## src/rtl/extbus_pkg.sv

```systemverilog
// Shared definitions for the extbus host-bus bridge: FSM encoding and a ceil-log2 helper.
package extbus_pkg;

    typedef enum logic [2:0] {
        StIdle,
        StWrAct,
        StRdWait,
        StRdIssue,
        StRdHold
    } bridge_state_e;

    function automatic int unsigned clog2(input int unsigned v);
        int unsigned r;
        int unsigned x;
        r = 0;
        x = 1;
        while (x < v) begin
            x = x << 1;
            r = r + 1;
        end
        return r;
    endfunction

endpackage

```

## src/rtl/extbus_wfifo.sv

```systemverilog
// Posted-write FIFO; a push into a full FIFO is accepted when a pop frees the slot in the same cycle.
module extbus_wfifo
    import extbus_pkg::*;
#(
    parameter int unsigned WIDTH = 13,
    parameter int unsigned DEPTH = 4
) (
    input  logic             i_clk,
    input  logic             i_reset,
    input  logic             i_push,
    input  logic [WIDTH-1:0] i_wdata,
    input  logic             i_pop,
    output logic [WIDTH-1:0] o_rdata,
    output logic             o_full,
    output logic             o_empty
);
    localparam int unsigned AW = clog2(DEPTH);

    logic [WIDTH-1:0] r_mem [DEPTH];
    logic [AW:0]      r_wp;
    logic [AW:0]      r_rp;
    logic             w_pop;
    logic             w_push;

    assign o_empty = (r_wp == r_rp);
    assign o_full  = (r_wp[AW] != r_rp[AW]) && (r_wp[AW-1:0] == r_rp[AW-1:0]);
    assign w_pop   = i_pop && !o_empty;
    assign w_push  = i_push && (!o_full || w_pop);
    assign o_rdata = r_mem[r_rp[AW-1:0]];

    always_ff @(posedge i_clk) begin
        if (i_reset) begin
            r_wp <= '0;
            r_rp <= '0;
        end else begin
            if (w_push) begin
                r_wp <= r_wp + 1'b1;
            end
            if (w_pop) begin
                r_rp <= r_rp + 1'b1;
            end
        end
    end

    always_ff @(posedge i_clk) begin
        if (w_push) begin
            r_mem[r_wp[AW-1:0]] <= i_wdata;
        end
    end

endmodule

```

## src/rtl/extbus_bridge.sv

```systemverilog
// Host-bus front end: synchronises and filters the async extbus strobes, posts writes to a FIFO
// and issues reads only after all posted writes have drained.
module extbus_bridge
    import extbus_pkg::*;
#(
    parameter int unsigned ADDR_W      = 5,
    parameter int unsigned DATA_W      = 8,
    parameter int unsigned SYNC_STAGES = 2,
    parameter int unsigned FILTER_LEN  = 2,
    parameter int unsigned WFIFO_DEPTH = 4
) (
    input  logic              i_clk25,
    input  logic              i_reset,
    input  logic              i_extbus_cs_n,
    input  logic              i_extbus_rd_n,
    input  logic              i_extbus_wr_n,
    input  logic [ADDR_W-1:0] i_extbus_a,
    input  logic [DATA_W-1:0] i_extbus_d_in,
    output logic [DATA_W-1:0] o_extbus_d_out,
    output logic              o_extbus_d_oe,
    output logic              o_extbus_irq_n,
    output logic              o_wr_valid,
    input  logic              i_wr_ready,
    output logic [ADDR_W-1:0] o_wr_addr,
    output logic [DATA_W-1:0] o_wr_data,
    output logic              o_rd_strobe,
    output logic [ADDR_W-1:0] o_rd_addr,
    input  logic [DATA_W-1:0] i_rd_data,
    input  logic              i_irq,
    output logic              o_wr_overflow,
    input  logic              i_ovf_clr
);
    localparam int unsigned CNT_W = clog2(FILTER_LEN + 1);
    localparam int unsigned FW    = ADDR_W + DATA_W;

    logic [2:0][SYNC_STAGES-1:0]        r_sync;
    logic [SYNC_STAGES-1:0][ADDR_W-1:0] r_a_pipe;
    logic [SYNC_STAGES-1:0][DATA_W-1:0] r_d_pipe;
    logic [2:0]                         w_pins;
    logic [2:0]                         w_pins_s;
    logic [1:0]                         w_raw;
    logic [1:0]                         r_filt;
    logic [1:0][CNT_W-1:0]              r_cnt;
    logic [ADDR_W-1:0]                  w_a_al;
    logic [DATA_W-1:0]                  w_d_al;

    assign w_pins = {i_extbus_wr_n, i_extbus_rd_n, i_extbus_cs_n};
    for (genvar g = 0; g < 3; g++) begin : g_sync_out
        assign w_pins_s[g] = r_sync[g][SYNC_STAGES-1];
    end
    // bit 0 = rd, bit 1 = wr
    assign w_raw  = {~w_pins_s[0] & ~w_pins_s[2], ~w_pins_s[0] & ~w_pins_s[1]};
    assign w_a_al = r_a_pipe[SYNC_STAGES-1];
    assign w_d_al = r_d_pipe[SYNC_STAGES-1];

    always_ff @(posedge i_clk25) begin
        if (i_reset) begin
            r_sync   <= '1;
            r_a_pipe <= '0;
            r_d_pipe <= '0;
            r_filt   <= '0;
            r_cnt    <= '0;
        end else begin
            for (int i = 0; i < 3; i++) begin
                r_sync[i] <= {r_sync[i][SYNC_STAGES-2:0], w_pins[i]};
            end
            r_a_pipe <= {r_a_pipe[SYNC_STAGES-2:0], i_extbus_a};
            r_d_pipe <= {r_d_pipe[SYNC_STAGES-2:0], i_extbus_d_in};
            // Filtered level flips only after FILTER_LEN consecutive differing samples.
            for (int j = 0; j < 2; j++) begin
                if (w_raw[j] == r_filt[j]) begin
                    r_cnt[j] <= '0;
                end else if (r_cnt[j] == CNT_W'(FILTER_LEN - 1)) begin
                    r_filt[j] <= w_raw[j];
                    r_cnt[j]  <= '0;
                end else begin
                    r_cnt[j] <= r_cnt[j] + 1'b1;
                end
            end
        end
    end

    bridge_state_e     r_state;
    logic              r_rd_prev, r_wr_prev, r_block, r_first;
    logic              r_rd_strobe, r_d_oe, r_irq_n, r_ovf;
    logic [ADDR_W-1:0] r_rd_addr;
    logic [DATA_W-1:0] r_d_out;
    logic [FW-1:0]     r_shadow;
    logic [FW-1:0]     w_head;
    logic              w_rd_f, w_wr_f, w_rd_rise, w_wr_rise;
    logic              w_push, w_pop, w_full, w_empty;

    assign w_rd_f    = r_filt[0];
    assign w_wr_f    = r_filt[1];
    assign w_rd_rise = w_rd_f & ~r_rd_prev;
    assign w_wr_rise = w_wr_f & ~r_wr_prev;
    assign w_push    = (r_state == StWrAct) && !w_wr_f;
    assign w_pop     = o_wr_valid & i_wr_ready;

    always_ff @(posedge i_clk25) begin
        if (i_reset) begin
            r_state     <= StIdle;
            r_rd_prev   <= 1'b0;
            r_wr_prev   <= 1'b0;
            r_block     <= 1'b0;
            r_first     <= 1'b0;
            r_rd_strobe <= 1'b0;
            r_rd_addr   <= '0;
            r_d_out     <= '0;
            r_d_oe      <= 1'b0;
            r_shadow    <= '0;
        end else begin
            r_rd_prev   <= w_rd_f;
            r_wr_prev   <= w_wr_f;
            r_rd_strobe <= 1'b0;
            unique case (r_state)
                StIdle: begin
                    // Simultaneous rd/wr is illegal: park until both strobes are released.
                    if (r_block) begin
                        if (!w_rd_f && !w_wr_f) r_block <= 1'b0;
                    end else if (w_rd_rise && w_wr_rise) begin
                        r_block <= 1'b1;
                    end else if (w_wr_rise) begin
                        r_state <= StWrAct;
                    end else if (w_rd_rise) begin
                        r_state <= StRdWait;
                    end
                end
                StWrAct: begin
                    r_shadow <= {w_a_al, w_d_al};
                    if (!w_wr_f) r_state <= StIdle;
                end
                StRdWait: begin
                    if (!w_rd_f) begin
                        r_state <= StIdle;
                    end else if (w_empty) begin
                        r_rd_strobe <= 1'b1;
                        r_rd_addr   <= w_a_al;
                        r_state     <= StRdIssue;
                    end
                end
                StRdIssue: begin
                    r_first <= 1'b1;
                    r_state <= StRdHold;
                end
                StRdHold: begin
                    if (r_first) begin
                        r_first <= 1'b0;
                        r_d_out <= i_rd_data;
                        r_d_oe  <= 1'b1;
                    end else if (!w_rd_f) begin
                        r_d_oe  <= 1'b0;
                        r_state <= StIdle;
                    end
                end
                default: r_state <= StIdle;
            endcase
        end
    end

    always_ff @(posedge i_clk25) begin
        if (i_reset) begin
            r_irq_n <= 1'b1;
            r_ovf   <= 1'b0;
        end else begin
            r_irq_n <= ~i_irq;
            r_ovf   <= (w_push && w_full && !w_pop) || (r_ovf && !i_ovf_clr);
        end
    end

    extbus_wfifo #(
        .WIDTH (FW),
        .DEPTH (WFIFO_DEPTH)
    ) u_wfifo (
        .i_clk   (i_clk25),
        .i_reset (i_reset),
        .i_push  (w_push),
        .i_wdata (r_shadow),
        .i_pop   (w_pop),
        .o_rdata (w_head),
        .o_full  (w_full),
        .o_empty (w_empty)
    );

    assign o_wr_valid     = ~w_empty;
    assign o_wr_addr      = w_head[FW-1:DATA_W];
    assign o_wr_data      = w_head[DATA_W-1:0];
    assign o_rd_strobe    = r_rd_strobe;
    assign o_rd_addr      = r_rd_addr;
    assign o_extbus_d_out = r_d_out;
    assign o_extbus_d_oe  = r_d_oe;
    assign o_extbus_irq_n = r_irq_n;
    assign o_wr_overflow  = r_ovf;

endmodule

```

## config.mk

```make
export PLATFORM = sky130hd
export DESIGN_NAME = extbus_bridge
export DESIGN_NICKNAME = d
export VERILOG_FILES = /design/src/rtl/extbus_pkg.sv /design/src/rtl/extbus_wfifo.sv /design/src/rtl/extbus_bridge.sv
export SDC_FILE = /design/constraint.sdc
export NUM_CORES = 1
export LEC_CHECK = 0
export CORE_MARGIN = 1
export CORE_UTILIZATION = 45
export DETAILED_ROUTE_END_ITERATION = 10
export GPL_ROUTABILITY_DRIVEN = 0
export HOLD_SLACK_MARGIN = 0.12
export PLACE_DENSITY = 0.72
export SETUP_SLACK_MARGIN = 0.2
export SLEW_MARGIN = 5
export SYNTH_ARGS = -nofsm -noshare
export SYNTH_HDL_FRONTEND = slang
export SYNTH_SLANG_ARGS = --single-unit
```

## constraint.sdc

```tcl
create_clock -name i_clk25 -period 2.1 [get_ports i_clk25]
set_input_delay 0.42 -clock i_clk25 [delete_from_list [all_inputs] [get_ports i_clk25]]
set_output_delay 0.42 -clock i_clk25 [all_outputs]
set_load 0.1 [all_outputs]
```

==> results of run 1 <==
==> stage by stage <==
step	std cells	setup WS, ps	total power (W)
after floorplan	372	225	0.00284
after global placement	562	-85.9	0.00290
after detailed placement	562	-208	0.00290
after CTS	595	-128	0.00559
after global routing	599	-149	0.00572
final	599	-87.9	0.00554
==> state kept, by name (all words and copies together), names as in the netlist, 2 cells and up, named ones only <==
name / count
o_extbus_d_out: 8
o_rd_addr: 5
r_a_pipe: 5
r_cnt: 4
r_d_pipe: 8
r_filt: 2
r_shadow: 13
r_state: 3
r_sync: 6
u_wfifo.r_mem: 52
u_wfifo.r_rp: 3
u_wfifo.r_wp: 3
w_a_al: 5
w_d_al: 8
==> power by group through the flow <==
| stage | clock (W) | combinational (W) | sequential, W |
|---|---|---|---|
| after CTS | 0.00275 | 0.000110 | 0.00273 |
| final | 0.00270 | 0.000109 | 0.00273 |
| after global routing | 0.00287 | 0.000119 | 0.00273 |
| after detailed placement | 0 | 0.000110 | 0.00279 |
| after global placement | 0 | 0.000108 | 0.00279 |
| after floorplan | 0 | 0.0000397 | 0.00280 |
==> cells in the mapped netlist, drive strengths merged, types with 2 or more instances <==
cell type  number  area share
dfxtp          83        0.34
edfxtp         52        0.32
nand2          44       0.034
nor2b          32       0.041
a21oi          27       0.028
nor2           26       0.020
mux4           13       0.061
clkbuf         12      0.0093
mux2i           9       0.019
ha              7       0.018
buf             6      0.0072
inv             6      0.0047
or2             6      0.0078
xnor2           5      0.0091
xor2            5       0.011
nand2b          4      0.0052
nor3            4      0.0041
o21ai           4      0.0041
or3             4      0.0054
and2            3      0.0039
nand3b          3      0.0047
o31ai           3      0.0047
nor3b           2      0.0041
nor4            2      0.0026
o41ai           2      0.0075
==> final timing paths <==
| check | startpoint | endpoint | slack [ps] | cells past startpoint |
|---|---|---|---|---|
| worst min register to register | r_sync[4]$_SDFF_PP1_ | r_sync[5]$_SDFF_PP1_ | 410 | 1 |
| worst max register to register | u_wfifo.r_rp[0]$_SDFFE_PP0N_ | o_rd_addr[4]$_SDFFE_PP0P_ | 320 | 6 |
| worst min-delay path | i_irq | o_extbus_irq_n$_SDFF_PP1_ | 400 | 2 |
| worst max-delay path | register | o_wr_data[3] | -90 | 3 |
==> per-layer routing <==
metal	GRT usage	wire length, um	share of wire	vias to the layer above
li1	-	-	-	1452
met1	0.202	3710	0.45	1401
met2	0.270	4120	0.50	62
met3	0.0489	311	0.038	10
met4	0.0704	108	0.013	0
met5	0	0	0	-
==> logic make-up after synthesis <==
group | Yosys count | share of synthesized area
AOI/OAI and AO/OA | 40 | 0.0510
xor gates and xnor gates | 10 | 0.0197
and+or+nand+nor | 134 | 0.144
buffers and inverters | 24 | 0.0212
DFF | 135 | 0.667
adders and majority gates | 7 | 0.0181
muxes | 22 | 0.0792
==> layout make-up <==
class	instances	area, um2
Sequential cell	135	3240
Multi-Input combinational cell	213	1540
Inverter	6	22.5
Timing Repair Buffer	77	855
Clock buffer	21	459
Fill cell	834	3980
Clock inverter	11	100
Tap cell	136	170
==> what timing repair did <==
action                     4_1_cts  5_1_grt
pin swaps                        1        2
hold buffers                     0        0
gates cloned                     1        0
buffers inserted                 0        4
setup endpoints to repair       67       32
resized for setup               18        8
==> worst max-delay path: cells and delay by family (launching register included) <==
family | cells | cell delay, ps
multiplexers | 1 | 540
flip-flops | 1 | 380
buffers and inverters | 2 | 330
==> metrics.md, run 1 <==
| Metric | Value |
|---|---|
| RSZ-0062 raised after global routing | `yes` |
| Antenna violations before repair | `0` |
| Rel. slew slack | `0.557` |
| Clock slew at the register clock pins of the worst setup and hold paths | `60 ps` |
| Die Area | `11200 um2` |
| Via density per instance | `4.88` |
| Final ANT Viol Nets | `0` |
| CP max-delay cell | `mux4_2` |
| Worst Path Arrival | `1770 ps` |
| VDD IR max | `around 0.40 mV` |
| Post-synthesis sequential area ratio | `0.667` |
| Vias in the first global route | `around 3000` |
| I/O Buffers | `59` |
| Worst setup margin | `-87.9 ps` |
| Global route overflow | `0` |
| Total CTS buffers | `17` |
| Max-Cap Viols | `0` |
| Crit-path max FO | `7` |
| Clock Power Share | `0.488` |
| DRC violations left | `0` |
| Switch share | `0.197` |
| Sw Pwr | `0.00109 W` |
| Cell Area, Placed | `5710 um2` |
| First-pass GRT wire length | `between 10 and 15 mm` |
| Ant. Diodes | `0` |
| FFs w/ async S/R, synth | `0` |
| Status | `finished, violations left` |
| Per-cell routed wire length | `13.8 um` |
| Final wirelength | `8.26 mm` |
| Critical path class | `reg2out` |
| Insertion delay to the later sink of the worst-skew pair | `510 ps` |
| Final period util | `1.04` |
| Post-synthesis register bit count | `135` |
| Most frequent cells in the layout | `dfxtp_1 (78), edfxtp_1 (52), nand2_1 (44)` |
| Via count | `2925` |
| Pint | `0.00445 W` |
| Setup violators final | `14` |
| Leak pwr | `2.37 nW` |
| TritonRoute pass-1 iters | `4` |
| Core area | `10400 um2` |
| Post-synthesis cell count | `372` |
| Post-Syn Area per Cell | `roughly 13 um2` |
| DRT iter0 DRCs | `109` |
| CP max stage delay | `540 ps` |
| # rows | `37` |
| Die height | `roughly 110 um` |
| H-Tree Depth | `4` |
| Area Growth Syn to Fin | `32.2%` |
| Clk buf depth | `2` |
| Flop pwr share | `0.493` |
| Clock sink total | `around 140` |
| Core Util, Final | `0.616` |
| # IOs | `60` |
| Initial Util | `0.466` |
| Total negative slack | `-925 ps` |
| Synth Cell Area | `4830 um2` |
| Primary FF master, synth | `dfxtp_1` |
| Root buffer cell | `clkbuf_8` |
| Syn_nets | `408` |
| Pins over their slew limit | `0` |
| TritonCTS clock tree | `yes` |
| Tightest Hold Check Type | `in2reg` |
| Finished Cell Area | `about 6400 um2` |
| Peak Freq | `between 400 and 500 MHz` |
| CP most frequent cell | `buf_12` |
| Combinational fraction of design power | `0.020` |
| Clock Skew | `6.45 ps` |
| Most common cell after layout, fill and taps aside | `dfxtp_1` |
| Yosys Warn Count | `0` |
| Req. time, crit path | `1680 ps` |
| Violated checks | `negative setup slack` |
| Final hold violation count | `0` |
| Final Critical Period | `2190 ps` |
| Critical path capture point type | `output port` |
| NumNets Final | `486` |
| Critical Path Source Type | `register` |
| Total track usage | `0.165` |
| Number of synthesized flops with an enable pin | `52` |
| Power Dens Cells | `approximately 870 nW/um2` |
| Worst-Margin Slew | `around 660 ps` |
| Hold_ws | `403 ps` |
| Layout cell share with drive strength beyond 1 | `0.253` |
| Pin count of the biggest net entering global routing | `between 40 and 50` |
| Synth cell types | `39` |
| Die width | `between 100 and 150 um` |
| Sequence of cells on the critical path | `buf_12 > mux4_2 > buf_12` |
| HPWL Detailed | `5.55 mm` |
Note: power is estimated with default switching activity, not from simulation.
==> inputs of run 2 (changes only) <==
REMOVE_ABC_BUFFERS = 1   (was unset)
==> run 2 against run 1 <==
  * The run still ends with negative setup slack left
  * Sequential cell count unchanged
  * Die area did not move
  * Via count rose by 1.0%
  * Final area rose by 1.4%
  * Largest power group is now the clock network
==> metrics.md, run 2 (synthesis gave the netlist of run 1 again) <==
| Metric | Value |
|---|---|
| Status | `finished, violations left (unchanged)` |
| Violated checks | `negative setup slack (unchanged)` |
| Layout cell share with drive strength beyond 1 | `0.261 (was 0.253)` |
| Peak Freq | `451 MHz (was 457 MHz)` |
| Total track usage | `0.170 (was 0.165)` |
| Clock Power Share | `0.508 (was 0.488)` |
| Critical path endpoint | `o_wr_addr[4] (was o_wr_data[3])` |
| Initial Util | `0.466 (unchanged)` |
| Insertion delay to the later sink of the worst-skew pair | `520 ps (was 510 ps)` |
| NumNets Final | `491 (was 486)` |
| Antenna violations before repair | `0 (unchanged)` |
| Worst R2R End | `u_wfifo.r_mem[2][12]$_DFFE_PP_ (was o_rd_addr[4]$_SDFFE_PP0P_)` |
| Total CTS buffers | `17 (unchanged)` |
| Final wirelength | `8.64 mm (was 8.26 mm)` |
| Critical Path Source Type | `register (unchanged)` |
| Ant. Diodes | `0 (unchanged)` |
| Critical path capture point type | `output port (unchanged)` |
| Switch share | `0.200 (was 0.197)` |
| Rel. slew slack | `0.545 (was 0.557)` |
| Reg2reg setup slack | `340 ps (was 320 ps)` |
| Flop pwr share | `0.473 (was 0.493)` |
| Via density per instance | `4.89 (was 4.88)` |
| TritonCTS clock tree | `yes (unchanged)` |
| Sw Pwr | `0.00116 W (was 0.00109 W)` |
| Pins over their slew limit | `0 (unchanged)` |
| Die height | `106 um (unchanged)` |
| R2R cell count | `4 (was 6)` |
| Max FFs per register | `52 (unchanged)` |
| Core area | `10400 um2 (unchanged)` |
| Area Growth Syn to Fin | `34.1% (was 32.2%)` |
| Met3 Use GR | `0.0625 (was 0.0489)` |
| Req. time, crit path | `1680 ps (about the same)` |
| Via count | `2955 (was 2925)` |
| GRT met2 Usage | `0.275 (was 0.270)` |
| First-pass GRT wire length | `14.2 mm (was 14.0 mm)` |
| Per-cell routed wire length | `14.3 um (was 13.8 um)` |
| Die Area | `11200 um2 (unchanged)` |
| Worst-Margin Slew | `682 ps (was 664 ps)` |
| Worst Path Arrival | `1800 ps (was 1770 ps)` |
| H-Tree Depth | `4 (unchanged)` |
| Power Dens Cells | `892 nW/um2 (was 867 nW/um2)` |
| I/O Buffers | `59 (unchanged)` |
| Final period util | `1.06 (was 1.04)` |
| Pint | `0.00463 W (was 0.00445 W)` |
| Layout Cells excl Fill | `604 (was 599)` |
| Pre-CTS setup slack | `-330 ps (was -208 ps)` |
| Vias in the first global route | `2930 (was 2972)` |
| Clock Skew | `6.52 ps (was 6.45 ps)` |
| Routing usage on met1 | `0.205 (was 0.202)` |
| Final Critical Period | `2220 ps (was 2190 ps)` |
| Most frequent cells in the layout | `dfxtp_1 (79), edfxtp_1 (52), nand2_1 (44) (was dfxtp_1 (78), edfxtp_1 (52), nand2_1 (44))` |
| DRC violations left | `0 (unchanged)` |
| # IOs | `60 (unchanged)` |
| Critical path class | `reg2out (unchanged)` |
| GRT Max-Usage Layer | `met2 (unchanged)` |
| Leak pwr | `2.43 nW (was 2.37 nW)` |
| Setup violators final | `14 (unchanged)` |
| Reg2reg start | `u_wfifo.r_rp[2]$_SDFFE_PP0N_ (was u_wfifo.r_rp[0]$_SDFFE_PP0N_)` |
| Max-Cap Viols | `0 (unchanged)` |
| Crit-path max FO | `7 (unchanged)` |
| Global route overflow | `0 (unchanged)` |
| Root buffer cell | `clkbuf_8 (unchanged)` |
| Most common cell after layout, fill and taps aside | `dfxtp_1 (unchanged)` |
| Final hold violation count | `0 (unchanged)` |
| Clock slew at the register clock pins of the worst setup and hold paths | `60 ps (about the same)` |
| # rows | `37 (unchanged)` |
| Clk buf depth | `2 (unchanged)` |
| VDD IR max | `0.517 mV (was 0.401 mV)` |
| Tightest Hold Check Type | `in2reg (unchanged)` |
| HPWL Detailed | `5.41 mm (was 5.55 mm)` |
| Clock sink total | `135 (unchanged)` |
| TritonRoute pass-1 iters | `4 (unchanged)` |
| Combinational fraction of design power | `0.019 (was 0.020)` |
| # placed instances | `567 (was 562)` |
| DRT iter0 DRCs | `81 (was 109)` |
| Worst setup margin | `-119 ps (was -87.9 ps)` |
| Final ANT Viol Nets | `0 (unchanged)` |
| Pin count of the biggest net entering global routing | `36 (was 43)` |
| Die width | `106 um (unchanged)` |
| RSZ-0062 raised after global routing | `yes (unchanged)` |
## run 2: cell count changes in the layout (fill, tap and decap cells not counted), sizes merged
cell      delta
inv          +6
clkinvlp     -2
buf          +5
clkinv       -5
clkbuf       +1
## run 2: worst min path at each step
stage / from / slack [ps] / depth (start not counted) / end
4_1_cts: i_reset / 370 / 2 / r_filt[0]$_SDFFE_PP0P_
3_5_place_dp: r_sync[0]$_SDFF_PP1_ / 390 / 1 / r_sync[1]$_SDFF_PP1_
2_1_floorplan: r_sync[0]$_SDFF_PP1_ / 390 / 1 / r_sync[1]$_SDFF_PP1_
3_3_place_gp: r_sync[0]$_SDFF_PP1_ / 390 / 1 / r_sync[1]$_SDFF_PP1_
5_1_grt: i_reset / 410 / 2 / r_filt[1]$_SDFFE_PP0P_
6_report: i_reset / 390 / 2 / r_filt[0]$_SDFFE_PP0P_
## run 2: through the flow
step / setup TNS (ps) / power, W / area [um2] / utilization / hold WS (ps)
finish: -1340 / 0.00578 / 6480 / 0.625 / 392
global route: -2090 / 0.00598 / 6480 / 0.625 / 409
CTS: -1830 / 0.00584 / 6410 / 0.618 / 375
detailed placement: -16010 / 0.00290 / 5750 / 0.555 / 393
global placement: -12450 / 0.00290 / 5750 / 0.555 / 391
floorplan: 0 / 0.00282 / 4750 / - / 389
## run 2: critical path, stage by stage (launching register included)
cell     delay [ps]
dfxtp_4         390
buf_12          140
mux4_2          550
buf_12          190
## run 2: timing repair
| item | in CTS | in global routing |
|---|---|---|
| cloned | 1 | 0 |
| endpoints found under the setup margin | 66 | 54 |
| pin swaps | 0 | 2 |
| hold endpoints to repair | 0 | 0 |
| gates resized for setup | 12 | 9 |
| setup buffers | 0 | 4 |
| hold buffers | 0 | 0 |
## run 2: per-layer routing
layer	part of all wire	vias up	wire (um)
met5	0	-	0
met4	0.014	0	121
met3	0.060	15	516
met2	0.50	85	4280
met1	0.43	1396	3720
li1	-	1459	-
## run 2: power by group through the flow
stage / combinational (W) / sequential (W) / clock [W]
2_1_floorplan: 0.0000224 / 0.00280 / 0
3_3_place_gp: 0.000108 / 0.00279 / 0
3_5_place_dp: 0.000110 / 0.00279 / 0
4_1_cts: 0.000110 / 0.00273 / 0.00300
5_1_grt: 0.000119 / 0.00274 / 0.00312
6_report: 0.000109 / 0.00273 / 0.00294
## run 2: layout make-up
type	instances	area, um2
Sequential cell	135	3230
Timing Repair Buffer	82	892
Inverter	6	22.5
Clock inverter	10	100
Tap cell	136	170
Multi-Input combinational cell	213	1560
Clock buffer	22	507
Fill cell	804	3890
==> inputs of run 3 (changes only) <==
GPL_TIMING_DRIVEN = 0   (was unset)
SYNTH_HIERARCHICAL = 1   (was unset)
==> run 3 against run 2 <==
  * The flow still finishes with violations (negative setup slack)
  * Final area up 0.58%
  * Global-route usage up 0.33 points
  * Sequential share of layout area about the same
  * Setup slack better by 22 ps
  * Count of clock-buffer cells in the layout down 2
  * Clock skew up 3.5 ps
  * Largest cell class unchanged
  * Highest routed layer unchanged
==> metrics.md, run 3 <==
| Metric | Value |
|---|---|
| Number of synthesized flops with an enable pin | `52 (unchanged)` |
| Pins over their slew limit | `0 (unchanged)` |
| Tightest Hold Check Type | `in2reg (unchanged)` |
| CP max-delay cell | `mux4_2 (unchanged)` |
| Post-synthesis cell count | `389 (was 372)` |
| Yosys Warn Count | `6 (was 0)` |
| Leak pwr | `2.32 nW (was 2.43 nW)` |
| Post-synthesis sequential area ratio | `0.652 (was 0.667)` |
| Most common cell in the netlist | `dfxtp_1 (unchanged)` |
| Post-synthesis mux area share | `0.0894 (was 0.0792)` |
| Design Power | `0.00566 W (was 0.00578 W)` |
| Layout cell share with drive strength beyond 1 | `0.279 (was 0.261)` |
| Synth Cell Area | `4940 um2 (was 4830 um2)` |
| Most frequent cells in the layout | `dfxtp_1 (72), edfxtp_1 (52), nand2_1 (47) (was dfxtp_1 (79), edfxtp_1 (52), nand2_1 (44))` |
| Final hold violation count | `0 (unchanged)` |
| Worst-Margin Slew | `811 ps (was 682 ps)` |
| Hold_ws | `398 ps (was 392 ps)` |
| Clock sink total | `135 (unchanged)` |
| Post-synthesis register bit count | `135 (unchanged)` |
| Ant. Diodes | `0 (unchanged)` |
| Worst setup margin | `-96.8 ps (was -119 ps)` |
| Setup violators final | `13 (was 14)` |
| Area Growth Syn to Fin | `31.9% (was 34.1%)` |
| Insertion delay to the later sink of the worst-skew pair | `520 ps (about the same)` |
| Die Area | `11400 um2 (was 11200 um2)` |
| Most instantiated cells after synthesis | `dfxtp_1 (83), edfxtp_1 (52), nand2_1 (48) (was dfxtp_1 (83), edfxtp_1 (52), nand2_1 (44))` |
| Via count | `3055 (was 2955)` |
| Max FFs per register | `52 (unchanged)` |
| Vias in the first global route | `3016 (was 2930)` |
| Initial Util | `0.470 (was 0.466)` |
| Root buffer cell | `clkbuf_8 (unchanged)` |
| Adder-cell share of the synthesized area | `0.0177 (was 0.0181)` |
| H-Tree Depth | `4 (unchanged)` |
| Final wirelength | `8.98 mm (was 8.64 mm)` |
| Final Critical Period | `2200 ps (was 2220 ps)` |
| Max-Cap Viols | `0 (unchanged)` |
| RSZ-0062 raised after global routing | `yes (unchanged)` |
| Simple-gate share of the synthesized area | `0.144 (about the same)` |
| Global route overflow | `0 (unchanged)` |
| Synth cell types | `46 (was 39)` |
| Sequence of cells on the critical path | `buf_12 > mux4_2 > buf_8 (was buf_12 > mux4_2 > buf_12)` |
| NumNets Final | `503 (was 491)` |
| Xor/xnor share of the synthesized area | `0.0170 (was 0.0197)` |
| Die width | `107 um (was 106 um)` |
| Synth top area share | `0.336 (was 0.344)` |
| Per-cell routed wire length | `14.6 um (was 14.3 um)` |
| TritonRoute pass-1 iters | `5 (was 4)` |
| Total CTS buffers | `17 (unchanged)` |
| CP max stage delay | `550 ps (about the same)` |
| I/O Buffers | `59 (unchanged)` |
| Critical path class | `reg2out (unchanged)` |
| Most common cell after layout, fill and taps aside | `dfxtp_1 (unchanged)` |
| Crit-path max FO | `6 (was 7)` |
| VDD IR max | `0.568 mV (was 0.517 mV)` |
| Post-Syn Area per Cell | `12.7 um2 (was 13.0 um2)` |
| Core area | `10500 um2 (was 10400 um2)` |
| Rel. slew slack | `0.459 (was 0.545)` |
| DRC violations left | `0 (unchanged)` |
| Status | `finished, violations left (unchanged)` |
| Via density per instance | `4.96 (was 4.89)` |
| Pin count of the biggest net entering global routing | `88 (was 36)` |
| Antenna violations before repair | `0 (unchanged)` |
| DRT iter0 DRCs | `122 (was 81)` |
| TritonCTS clock tree | `yes (unchanged)` |
| Clock Skew | `10.0 ps (was 6.52 ps)` |
| Critical path capture point type | `output port (unchanged)` |
| FFs w/ async S/R, synth | `0 (unchanged)` |
| Synth Area in Compound Gates | `0.0522 (was 0.0510)` |
| Violated checks | `negative setup slack (unchanged)` |
| Combinational family with the most area after synthesis | `simple AND/OR/NAND/NOR gates (unchanged)` |
| HPWL Detailed | `4.91 mm (was 5.41 mm)` |
| Clk buf depth | `2 (unchanged)` |
| Primary FF master, synth | `dfxtp_1 (unchanged)` |
| # IOs | `60 (unchanged)` |
| Final ANT Viol Nets | `0 (unchanged)` |
| Total track usage | `0.173 (was 0.170)` |
| Final period util | `1.05 (was 1.06)` |
| Largest area contributor in the netlist | `dfxtp_1 (unchanged)` |
| Area contributors post-synth | `dfxtp_1 (34%), edfxtp_1 (32%), mux4_2 (5.9%) (was dfxtp_1 (34%), edfxtp_1 (32%), mux4_2 (6.1%))` |
| Hold buffers post-CTS | `0 (unchanged)` |
| Critical Path Source Type | `register (unchanged)` |
| Die height | `107 um (was 106 um)` |
| Power Dens Cells | `868 nW/um2 (was 892 nW/um2)` |
| # rows | `37 (unchanged)` |
| Clock slew at the register clock pins of the worst setup and hold paths | `60 ps (about the same)` |
| Req. time, crit path | `1680 ps (about the same)` |
| First-pass GRT wire length | `14.8 mm (was 14.2 mm)` |
| Peak Freq | `455 MHz (was 451 MHz)` |
| Worst Path Arrival | `1780 ps (was 1800 ps)` |
## run 3: final cells by class
type | instances | area, um2
inverters | 12 | 45.0
clock inverters | 12 | 87.6
multi-input cells | 226 | 1710
clock buffers | 20 | 457
flip-flops and latches | 135 | 3250
fillers | 815 | 3990
well taps | 136 | 170
repair buffers | 75 | 797
## run 3: worst max-delay path, delay by kind of cell (launching register included)
kind	cells	cell delay [ps]
flops	1	380
buf+inv	2	330
mux	1	550
## run 3: what timing repair did
item / 4_1_cts / 5_1_grt
buffers inserted: 13 / 2
cloned: 3 / 0
setup endpoints to repair: 95 / 58
resized for setup: 193 / 4
pin swaps: 9 / 5
## run 3: cell families (layout without fill, tap and decap cells)
kind of cell	after synthesis	count (layout)
and+or+nand+nor	141	144
xor gates and xnor gates	7	7
buffers and inverters	31	119
muxes	27	27
AOI/OAI and AO/OA	41	41
DFF	135	135
adders and majority gates	7	7
## run 3: worst paths after layout
| check | start | endpoint | slack, ps | cells past startpoint |
|---|---|---|---|---|
| setup reg to reg | r_state[0]$_SDFFE_PP0P_ | u_wfifo/r_mem[1][5]$_DFFE_PP_ | 250 | 6 |
| hold / removal | i_irq | o_extbus_irq_n$_SDFF_PP1_ | 400 | 2 |
| hold reg to reg | r_sync[4]$_SDFF_PP1_ | r_sync[5]$_SDFF_PP1_ | 410 | 1 |
| setup / recovery | register | o_wr_addr[2] | -100 | 3 |
## run 3: power by group
group | switching, W | leakage [nW] | internal (W)
logic | 0.000110 | 0.882 | 0.000113
registers | 0.0000166 | 1.17 | 0.00273
clock network | 0.00113 | 0.271 | 0.00157
## run 3: routing by layer
metal | vias to the layer above | global-route usage | routed length, um
met3 | 10 | 0.0578 | 449
met4 | 0 | 0.0528 | 78
met1 | 1463 | 0.202 | 3750
li1 | 1505 | - | -
met5 | - | 0 | 0
met2 | 77 | 0.301 | 4700
## run 3: metrics by stage
stage               setup slack [ps]  setup TNS [ps]  instance area, um2  utilization  std cells
floorplan                       -168           -7120                4850            -        370
global placement               -1430         -139810                5610        0.534        565
detailed placement              -877          -49340                5620        0.535        566
CTS                             -100            -894                6490        0.618        614
global route                    -141           -1430                6520        0.620        616
finish                         -96.8            -788                6520        0.620        616
